**config.mk**
```make
export PLATFORM = sky130hd
export DESIGN_NAME = vga_rx
export DESIGN_NICKNAME = d
export VERILOG_FILES = /design/src/rtl/vga_timing_pkg.sv /design/src/rtl/sync_edge_det.sv /design/src/rtl/vga_rx.sv
export SDC_FILE = /design/constraint.sdc
export NUM_CORES = 1
export LEC_CHECK = 0
export BUFFER_PORTS_ARGS = -buffer_cell sky130_fd_sc_hd__buf_2
export CORE_ASPECT_RATIO = 1.25
export CORE_UTILIZATION = 55
export DETAILED_ROUTE_END_ITERATION = 8
export PLACE_DENSITY = 0.76
export SYNTH_ARGS = -nofsm -noshare
export SYNTH_HDL_FRONTEND = slang
export SYNTH_SLANG_ARGS = --single-unit
```
**constraint.sdc**
```tcl
create_clock -name clk -period 2.8 [get_ports clk]
set_clock_uncertainty 0.05 [all_clocks]
set_input_delay 0.42 -clock clk [delete_from_list [all_inputs] [get_ports clk]]
set_output_delay 0.42 -clock clk [all_outputs]
set_load 0.05 [all_outputs]
```
**src/rtl/vga_timing_pkg.sv**
```systemverilog
// 640x480 VGA timing constants and receiver state encoding.
package vga_timing_pkg;

  localparam int unsigned CW = 10;

  localparam int unsigned H_VIS        = 640;
  localparam int unsigned H_FP         = 16;
  localparam int unsigned H_SYNC       = 96;
  localparam int unsigned H_BP         = 48;
  localparam int unsigned H_SYNC_START = H_VIS + H_FP;
  localparam int unsigned H_SYNC_END   = H_SYNC_START + H_SYNC;
  localparam int unsigned H_TOTAL      = H_SYNC_END + H_BP;

  localparam int unsigned V_VIS        = 480;
  localparam int unsigned V_FP         = 10;
  localparam int unsigned V_SYNC       = 2;
  localparam int unsigned V_BP         = 33;
  localparam int unsigned V_SYNC_START = V_VIS + V_FP;
  localparam int unsigned V_SYNC_END   = V_SYNC_START + V_SYNC;
  localparam int unsigned V_TOTAL      = V_SYNC_END + V_BP;

  typedef enum logic [1:0] {
    SEARCH = 2'd0,
    H_LOCK = 2'd1,
    LOCKED = 2'd2
  } rx_state_e;

endpackage

```
**src/rtl/sync_edge_det.sv**
```systemverilog
// Registers a sync input twice and flags its leading/trailing edges.
module sync_edge_det #(
  parameter logic SYNC_ACTIVE = 1'b1
) (
  input  logic clk,
  input  logic reset,
  input  logic sync_in,
  output logic lead_c,
  output logic trail_c
);

  logic s1;
  logic s2;

  // Both stages reset to the active level so a pulse already in flight at
  // reset release never looks like a fresh leading edge.
  always_ff @(posedge clk) begin
    if (!reset) begin
      s1 <= SYNC_ACTIVE;
      s2 <= SYNC_ACTIVE;
    end else begin
      s1 <= sync_in;
      s2 <= s1;
    end
  end

  assign lead_c  = (s1 == SYNC_ACTIVE) && (s2 != SYNC_ACTIVE);
  assign trail_c = (s1 != SYNC_ACTIVE) && (s2 == SYNC_ACTIVE);

endmodule

```
**src/rtl/vga_rx.sv**
```systemverilog
// VGA stream receiver: locks to hsync/vsync and emits one beat per visible pixel.
module vga_rx
  import vga_timing_pkg::*;
#(
  parameter logic        SYNC_ACTIVE   = 1'b1,
  parameter int unsigned TIMEOUT_LINES = 2
) (
  input  logic          clk,
  input  logic          reset,
  input  logic          hsync,
  input  logic          vsync,
  input  logic [2:0]    rgb,
  output logic          pix_valid,
  output logic [CW-1:0] pix_x,
  output logic [CW-1:0] pix_y,
  output logic [2:0]    pix_rgb,
  output logic          frame_start,
  output logic          locked,
  output logic          sync_err
);

  localparam int unsigned TO_LIMIT = TIMEOUT_LINES * H_TOTAL;
  localparam int unsigned TO_W     = $clog2(TO_LIMIT + 1);

  rx_state_e       state;
  rx_state_e       state_next;
  logic            phase;
  logic            phase_next;
  logic [CW-1:0]   h_count;
  logic [CW-1:0]   v_count;
  logic [CW-1:0]   h_adv;
  logic [CW-1:0]   v_adv;
  logic [CW-1:0]   h_next;
  logic [CW-1:0]   v_next;
  logic [TO_W-1:0] to_cnt;
  logic [TO_W-1:0] to_next;
  logic [2:0]      rgb_r;
  logic            hs_lead_c;
  logic            hs_trail_c;
  logic            vs_lead_c;
  logic            vs_trail_c;
  logic            tick_c;
  logic            err_c;
  logic            vis_c;

  sync_edge_det #(.SYNC_ACTIVE(SYNC_ACTIVE)) u_hs_det (
    .clk     (clk),
    .reset   (reset),
    .sync_in (hsync),
    .lead_c  (hs_lead_c),
    .trail_c (hs_trail_c)
  );

  sync_edge_det #(.SYNC_ACTIVE(SYNC_ACTIVE)) u_vs_det (
    .clk     (clk),
    .reset   (reset),
    .sync_in (vsync),
    .lead_c  (vs_lead_c),
    .trail_c (vs_trail_c)
  );

  assign tick_c = !phase;

  // Free-running counters, edge reloads, timing checks and next state.
  always_comb begin
    h_adv      = h_count;
    v_adv      = v_count;
    to_next    = to_cnt;
    state_next = state;
    err_c      = 1'b0;
    vis_c      = 1'b0;

    if (tick_c) begin
      if (h_count == CW'(H_TOTAL - 1)) begin
        h_adv = '0;
        v_adv = (v_count == CW'(V_TOTAL - 1)) ? '0 : v_count + CW'(1);
      end else begin
        h_adv = h_count + CW'(1);
      end
    end

    // A leading edge lands where the free-running counters would have put
    // the second half of pixel 656, so the check is against the advanced values.
    h_next     = hs_lead_c ? CW'(H_SYNC_START) : h_adv;
    phase_next = hs_lead_c ? 1'b0 : !phase;
    v_next     = vs_lead_c ? CW'(V_SYNC_START) : v_adv;

    if (hs_lead_c) begin
      to_next = '0;
    end else if (tick_c && (to_cnt != TO_W'(TO_LIMIT - 1))) begin
      to_next = to_cnt + TO_W'(1);
    end

    if (state != SEARCH) begin
      err_c = (hs_lead_c && !((h_adv == CW'(H_SYNC_START)) && phase))
           || (hs_trail_c && (h_count != CW'(H_SYNC_END)))
           || (vs_lead_c && (state == LOCKED)
               && !((v_count == CW'(V_SYNC_START)) && (h_count == '0)))
           || (vs_trail_c && (v_count != CW'(V_SYNC_END)))
           || (tick_c && (to_cnt == TO_W'(TO_LIMIT - 1)));
    end

    unique case (state)
      SEARCH:  if (hs_lead_c) state_next = H_LOCK;
      H_LOCK:  if (vs_lead_c) state_next = LOCKED;
      LOCKED:  state_next = LOCKED;
      default: state_next = SEARCH;
    endcase
    if (err_c) state_next = SEARCH;

    vis_c = tick_c && (state == LOCKED)
         && (h_count < CW'(H_VIS)) && (v_count < CW'(V_VIS));
  end

  // FSM state register.
  always_ff @(posedge clk) begin
    if (!reset) state <= SEARCH;
    else        state <= state_next;
  end

  // Pixel phase, coordinate counters, colour stage and registered outputs.
  always_ff @(posedge clk) begin
    if (!reset) begin
      phase       <= 1'b0;
      h_count     <= '0;
      v_count     <= '0;
      to_cnt      <= '0;
      rgb_r       <= '0;
      pix_valid   <= 1'b0;
      pix_x       <= '0;
      pix_y       <= '0;
      pix_rgb     <= '0;
      frame_start <= 1'b0;
      locked      <= 1'b0;
      sync_err    <= 1'b0;
    end else begin
      phase       <= phase_next;
      h_count     <= h_next;
      v_count     <= v_next;
      to_cnt      <= to_next;
      rgb_r       <= rgb;
      pix_valid   <= vis_c;
      frame_start <= vis_c && (h_count == '0) && (v_count == '0);
      locked      <= (state_next == LOCKED);
      sync_err    <= err_c;
      if (vis_c) begin
        pix_x   <= h_count;
        pix_y   <= v_count;
        pix_rgb <= rgb_r;
      end
    end
  end

endmodule

```
==> impl_metrics.env, run 1 <==
export IMPL_status="finished, final reports clean"
export IMPL_firstDrtPassIters=4
export IMPL_grt_overflow=0
export IMPL_ctsResizeCount=0
export IMPL_yosysMostFrequentCell="dfxtp_1"
export IMPL_grt_start_max_net_pins=35
export IMPL_port_buffer_count=33
export IMPL_p_per_area_mw_per_mm2=572
export IMPL_cts_buffer_depth=2
export IMPL_yosysWarnings=0
export IMPL_post_cts_repair_setup_buffers=0
export IMPL_cts_buffers=9
export IMPL_seq_area_mm2=0.00136
export IMPL_rsz0062_at_grt="no"
export IMPL_worstPathMaxFanout=13
export IMPL_n_antenna_cell=0
export IMPL_grt_first_pass_wirelength_um=10200
export IMPL_ctsRootBufferMaster="clkbuf_8"
export IMPL_syn_area_mm2=0.00305
export IMPL_synthTopCellsByCount="dfxtp_1 (68), nor2_1 (55), mux2i_1 (23)"
export IMPL_crit_required_ps=3040
export IMPL_die_x_um=68.6
export IMPL_worstHoldPathType="in -> reg"
export IMPL_gp_congestion=0.910
export IMPL_grtUsageTotal_pct=23.7
export IMPL_arrival_ps=2330
export IMPL_worstPathCellList="ha_1 > nand4_1 > nor3_4 > nand2b_2 > o41a_1 > a21oi_1"
export IMPL_maxCapViolCount=0
export IMPL_nets=378
export IMPL_synth_edff_count=0
export IMPL_clock_sinks=68
export IMPL_slowest_delay_ps=480
export IMPL_slew_viol_final=0
export IMPL_syn_num_nets=348
export IMPL_grt_antenna_before_repair=0
export IMPL_fp_dieH_um=85.2
export IMPL_tightest_slew_ps=560
export IMPL_cts_hold_fix_buffers=0
export IMPL_fmax_mhz=479
export IMPL_initialDrtViolationCount=124
export IMPL_avgViaCountPerCell=5.60
export IMPL_synth_area_leader_cell="dfxtp_1"
export IMPL_die_area_mm2=0.00585
export IMPL_synth_area_leaders="dfxtp_1 (45%), mux2i_1 (7.6%), nor2_1 (6.8%)"
export IMPL_slowest_stage="nor3_4"
export IMPL_synth_flop_cell="dfxtp_1"
export IMPL_syn_to_final_growth_pct=12.9
export IMPL_synth_top_area_share_pct=44.7
export IMPL_tns_ps=0
export IMPL_drt_total_wl_um=6210
export IMPL_cts_tree="done"
export IMPL_h_tree_depth=3
export IMPL_synthArstFlopShare_pct=0
export IMPL_drcViolationCount=0
export IMPL_yosysUniqueCellTypes=52
export IMPL_avgSynthCellArea_um2=9.10
export IMPL_clk_pin_slew_ps=80
export IMPL_slew_headroom_pct=62.5
export IMPL_syn_inst=335
export IMPL_crit_type="reg -> reg"
export IMPL_num_rows=29
export IMPL_core_mm2=0.00519
export IMPL_ant_nets=0
export IMPL_wl_per_cell_um=14.4
export IMPL_start_util_pct=58.7
export IMPL_pin_count=34
export IMPL_period_minus_slack_ps=2090
export IMPL_leakage_nw=1.55
export IMPL_post_route_period_util_pct=74.5
export IMPL_holdWs_ps=187
export IMPL_critPathCaptureType="flip-flop"
export IMPL_worstSkewPairLatency_ps=360
export IMPL_grt_pass1_vias=2255
export IMPL_drive_above_1_share_pct=17.6
export IMPL_ys_seq_area_share_pct=44.7
export IMPL_start_kind="flip-flop"
export IMPL_yosys_register_bits=68
export IMPL_nFillCells=441
export IMPL_vias=2419
export IMPL_dpl_hpwl_um=4230
export IMPL_multi_input_area_mm2=0.00156
export IMPL_ir_drop_mv=0.489
export IMPL_hold_viol_final=0
export IMPL_finalSetupViolations=0
-- flip-flops by register name, summed over array words and instances (netlist names), 2 cells and up --
signal	cells
to_cnt	11
h_count	10
state	2
pix_rgb	3
v_count	10
pix_x	10
rgb_r	3
pix_y	10
-- logic make-up (layout without fill, tap and decap cells) --
kind of cell	after synthesis	after routing	synth area share [%]
and+or+nand+nor	147	147	25.5
DFF	68	68	44.7
AOI/OAI and AO/OA	40	40	9.65
buffers and inverters	30	65	4.11
muxes	23	23	7.55
xor gates and xnor gates	21	21	6.03
adders and majority gates	6	6	2.46
-- area by class of cell --
type / instances / share of cell area, %
Multi-Input combinational cell: 237 / 45.4
Clock buffer: 9 / 3.60
Timing Repair Buffer: 38 / 5.89
Tap cell: 62 / 2.25
Sequential cell: 68 / 39.5
Inverter: 11 / 1.20
Clock inverter: 7 / 2.14
-- routing by layer --
layer | track usage (%) | vias up | share of wire, %
met4 | 12.7 | 0 | 2.1
met1 | 29.1 | 1126 | 46
met3 | 4.57 | 12 | 3.5
met5 | 0 | - | 0
met2 | 38.1 | 53 | 49
li1 | - | 1228 | -
-- worst paths after layout --
check / cells after the start / startpoint / end / slack, ps
max: 6 / h_count[0]$_SDFF_PP0_ / v_count[6]$_SDFFE_PN0P_ / 710
min: 2 / vsync / u_vs_det.s1$_SDFF_PN1_ / 190
max reg2reg: 6 / h_count[0]$_SDFF_PP0_ / v_count[6]$_SDFFE_PN0P_ / 710
min reg2reg: 2 / rgb_r[1]$_SDFF_PN0_ / pix_rgb[1]$_SDFFE_PN0P_ / 420
-- stage by stage --
stage	total power, mW	setup slack (ps)	utilization (%)	std cells	instance area, um2
floorplan	1.15	1060	-	335	3050
global placement	1.18	836	62.5	416	3240
detailed placement	1.18	770	62.5	416	3240
CTS	1.98	752	66.3	432	3440
global route	2.04	534	66.3	432	3440
finish	1.97	714	66.3	432	3440
-- power breakdown --
part / internal [mW] / switching [mW] / total [mW]
Combinational: 0.0568 / 0.0735 / 0.130
Sequential: 0.993 / 0.0354 / 1.03
Clock: 0.415 / 0.394 / 0.809
-- cells in the final DEF (no fill, tap or decap), types with 2 or more instances in the layout --
cell type  count
a21o_1         2
and2_1         4
nand4_1       10
nor2_1        55
nand3_1        8
clkinv_2       2
nand2_1       19
a21oi_1       11
nor4_1         4
o2111ai_1      2
and4_1         2
inv_1         10
xor2_1        14
nor3_1         7
mux2i_1       23
or4_1          3
inv_6          2
clkbuf_8       9
nor3_4         2
xnor2_1        7
and3_1         6
nand4b_1       2
o21ai_0        6
buf_2         33
buf_4          5
nor2b_1        5
a31o_2         2
nand3b_1       3
nand2b_1       7
dfxtp_1       68
o211ai_1       3
o41a_1         3
ha_1           6
or3_1          3
-- critical path: cells and delay by family (launching register included) --
kind	cells	cell delay, ps
AND/OR/NAND/NOR	3	810
AO/OA/AOI/OAI	2	470
adder cells (fa/ha/maj)	1	250
flip-flops	1	440
Note: power is estimated with default switching activity, not from simulation.
==> run 2, diff against run 1 <==
Settings changed: ABC_AREA set to 1, CORE_UTILIZATION 55 to 52, PLACE_DENSITY 0.76 to 0.75.
Clock period 2.8 ns to 1.8 ns, I/O delays scaled along.
==> run 2 against run 1 <==
  * Worst hold slack got worse by 130 ps
  * First-iteration DRC count grew 25%
  * Register-to-register slack got worse by 700 ps
  * Count of clock-buffer cells in the layout up 3
  * Sequential share of layout area is 3.3 points lower
  * Clock power up 67%
  * Die area rose by 7.1%
  * Sequential power increased by 53%
  * Synthesized cell count increased by 23%
  * Critical path depth increased by 6
  * Global-route usage increased by 0.11 points
  * Utilization down 1.0 points
  * Critical path type unchanged
  * Largest power group unchanged
  * Highest routed layer unchanged
==> impl_metrics.env, run 2 <==
export IMPL_layout_commonest_cell="dfxtp_1"
export IMPL_yosys_register_bits=68
export IMPL_critPathCaptureType="flip-flop"
export IMPL_core_mm2=0.00578
export IMPL_crit_buf_inv=3
export IMPL_ff2ff_path_depth=12
export IMPL_ctsRootBufferMaster="clkbuf_8"
export IMPL_gp_congestion=0.920
export IMPL_drt_total_wl_um=7120
export IMPL_die_x_um=71.0
export IMPL_worstHoldPathType="in -> reg"
export IMPL_yosysMostFrequentCell="dfxtp_1"
export IMPL_synthTopCellsByCount="dfxtp_1 (68), nand2_1 (61), inv_1 (55)"
export IMPL_vias=2849
export IMPL_grt_pass1_vias=2659
export IMPL_rr_startpoint="h_count[1]$_SDFF_PP0_"
export IMPL_crit_type="reg -> reg"
export IMPL_dpl_hpwl_um=5040
export IMPL_tightest_slew_ps=517
export IMPL_status="finished, final reports clean"
export IMPL_grt_first_pass_wirelength_um=11600
export IMPL_syn_num_nets=426
export IMPL_final_area_mm2=0.00377
export IMPL_cts_buffers=9
export IMPL_finalSetupViolations=0
export IMPL_p_per_area_mw_per_mm2=855
export IMPL_worstPathMaxFanout=4
export IMPL_slew_headroom_pct=65.5
export IMPL_cts_hold_fix_buffers=0
export IMPL_fmax_mhz=561
export IMPL_synthArstFlopShare_pct=0
export IMPL_hp_start="rgb[0]"
export IMPL_yosysWarnings=0
export IMPL_maxCapViolCount=0
export IMPL_worstSkewPairLatency_ps=340
export IMPL_drcViolationCount=0
export IMPL_largest_reg_flops=11
export IMPL_syn_inst=413
export IMPL_grtUsageMet3_pct=5.13
export IMPL_ys_seq_area_share_pct=44.0
export IMPL_leakage_nw=1.63
export IMPL_rsz0062_at_grt="yes"
export IMPL_cts_buffer_depth=2
export IMPL_initialDrtViolationCount=155
export IMPL_avgViaCountPerCell=5.34
export IMPL_worstPathCellList="buf_4 > inv_2 > ha_4 > nand4_1 > inv_1 > nand4_1 > nor3_2 > nor2_1 > nor2_1 > nand2_2 > nand2_1 > nor2_2"
export IMPL_grt_use_met2_pct=42.0
export IMPL_start_util_pct=53.5
export IMPL_dp_cells=514
export IMPL_final_instance_count_excl_fill=534
export IMPL_post_route_period_util_pct=99.0
export IMPL_placed_cell_area_mm2=0.00339
export IMPL_ant_nets=0
export IMPL_nets=476
export IMPL_synth_area_leader_cell="dfxtp_1"
export IMPL_wl_per_cell_um=13.3
export IMPL_period_minus_slack_ps=1780
export IMPL_syn_area_mm2=0.00309
export IMPL_grtUsageTotal_pct=23.8
export IMPL_crit_start="h_count[1]$_SDFF_PP0_"
export IMPL_avgSynthCellArea_um2=7.49
export IMPL_synth_area_leaders="dfxtp_1 (44%), a21oi_1 (8.1%), nand2_1 (7.4%)"
export IMPL_slowest_stage="dfxtp_2"
export IMPL_hold_depth=3
export IMPL_synth_top_area_share_pct=44.0
export IMPL_die_area_mm2=0.00626
export IMPL_firstDrtPassIters=6
export IMPL_regMostFlops="to_cnt"
export IMPL_num_rows=31
export IMPL_synth_edff_count=0
export IMPL_cts_tree="done"
export IMPL_cp_num_cells=12
export IMPL_slew_viol_final=0
export IMPL_yosysUniqueCellTypes=38
export IMPL_grt_antenna_before_repair=0
export IMPL_met1_usage_pct=27.0
export IMPL_slowest_delay_ps=340
export IMPL_pin_count=34
export IMPL_grt_overflow=0
export IMPL_n_antenna_cell=0
export IMPL_port_buffer_count=33
export IMPL_crit_required_ps=1990
export IMPL_drive_above_1_share_pct=24.4
export IMPL_start_kind="flip-flop"
export IMPL_ir_drop_mv=0.591
export IMPL_h_tree_depth=3
export IMPL_fp_dieH_um=88.2
export IMPL_clk_pin_slew_ps=70
export IMPL_arrival_ps=1970
export IMPL_grt_start_max_net_pins=33
export IMPL_final_cell_mix="dfxtp_1 (64), nand2_1 (61), inv_1 (51)"
export IMPL_hold_viol_final=0
export IMPL_syn_to_final_growth_pct=22.0
export IMPL_synth_flop_cell="dfxtp_1"
export IMPL_clock_sinks=68
export IMPL_critPathTopFamily="simple AND/OR/NAND/NOR gates"
export IMPL_busiest_layer="met2"
[run 2: cell types whose count changed after synthesis, sizes merged, moves of 5 or more]
| cell | previous run | this run |
|---|---|---|
| a21oi | 11 | 50 |
| and3 | 6 | 0 |
| clkbuf | 13 | 4 |
| inv | 10 | 62 |
| mux2i | 23 | 0 |
| nand2 | 19 | 63 |
| nand2b | 8 | 0 |
| nand3 | 8 | 31 |
| nor2 | 55 | 44 |
| nor2b | 5 | 0 |
| o21ai | 7 | 32 |
| xnor2 | 7 | 1 |
| xor2 | 14 | 7 |
[run 2: stage by stage]
step | setup TNS (ps) | utilization [%] | hold slack (ps) | setup WS, ps | total power [mW]
floorplan | 0 | - | 318 | 188 | 1.77
global placement | 0 | 58.7 | 366 | 57.1 | 1.85
detailed placement | 0 | 58.7 | 372 | 40.1 | 1.85
CTS | 0 | 62.5 | 35.5 | 13.9 | 3.20
global route | -326 | 65.3 | 44.5 | -104 | 3.37
finish | 0 | 65.3 | 54.9 | 17.8 | 3.23
[run 2: worst min-delay path, stage by stage]
cell and delay (ps):
buf_2 70, nand2_1 40, inv_1 40
[run 2: logic make-up (layout without fill, tap and decap cells)]
group,Yosys count,count (layout),synth area share [%]
AO/OA/AOI/OAI,90,90,15.2
XOR/XNOR,8,8,2.27
adder cells (fa/ha/maj),6,6,2.43
buffers and inverters,74,129,9.79
flip-flops,68,68,44.0
AND/OR/NAND/NOR,167,167,26.3
[run 2: layout make-up]
cell class | count | area (um2)
fillers | 496 | 2010
multi-input cells | 271 | 1540
flip-flops and latches | 68 | 1370
repair buffers | 51 | 320
inverters | 62 | 238
clock buffers | 12 | 165
well taps | 66 | 82.6
clock inverters | 4 | 55.1
[run 2: routing by layer]
| layer | part of all wire, % | up-vias | wire length, um |
|---|---|---|---|
| li1 | - | 1448 | - |
| met1 | 43 | 1299 | 3080 |
| met2 | 50 | 79 | 3540 |
| met3 | 3.9 | 23 | 279 |
| met4 | 3.0 | 0 | 213 |
| met5 | 0 | - | 0 |
[run 2: timing repair]
| item | CTS | global route |
|---|---|---|
| buffers inserted | 0 | 4 |
| resized for setup | 0 | 33 |
| setup endpoints to repair | 0 | 28 |
[run 2: final timing paths]
check	end	slack (ps)
hold reg to reg	pix_y[9]$_SDFFE_PN0P_	380
setup / recovery	sync_err$_SDFF_PN0_	20
hold / removal	rgb_r[0]$_SDFF_PN0_	50
setup reg to reg	sync_err$_SDFF_PN0_	20
[run 2: where the power goes]
part / leakage, nW / internal (mW) / switching [mW]
clock network: 0.109 / 0.760 / 0.591
registers: 0.554 / 1.54 / 0.0339
logic: 0.968 / 0.120 / 0.177
total: 1.63 / 2.42 / 0.803
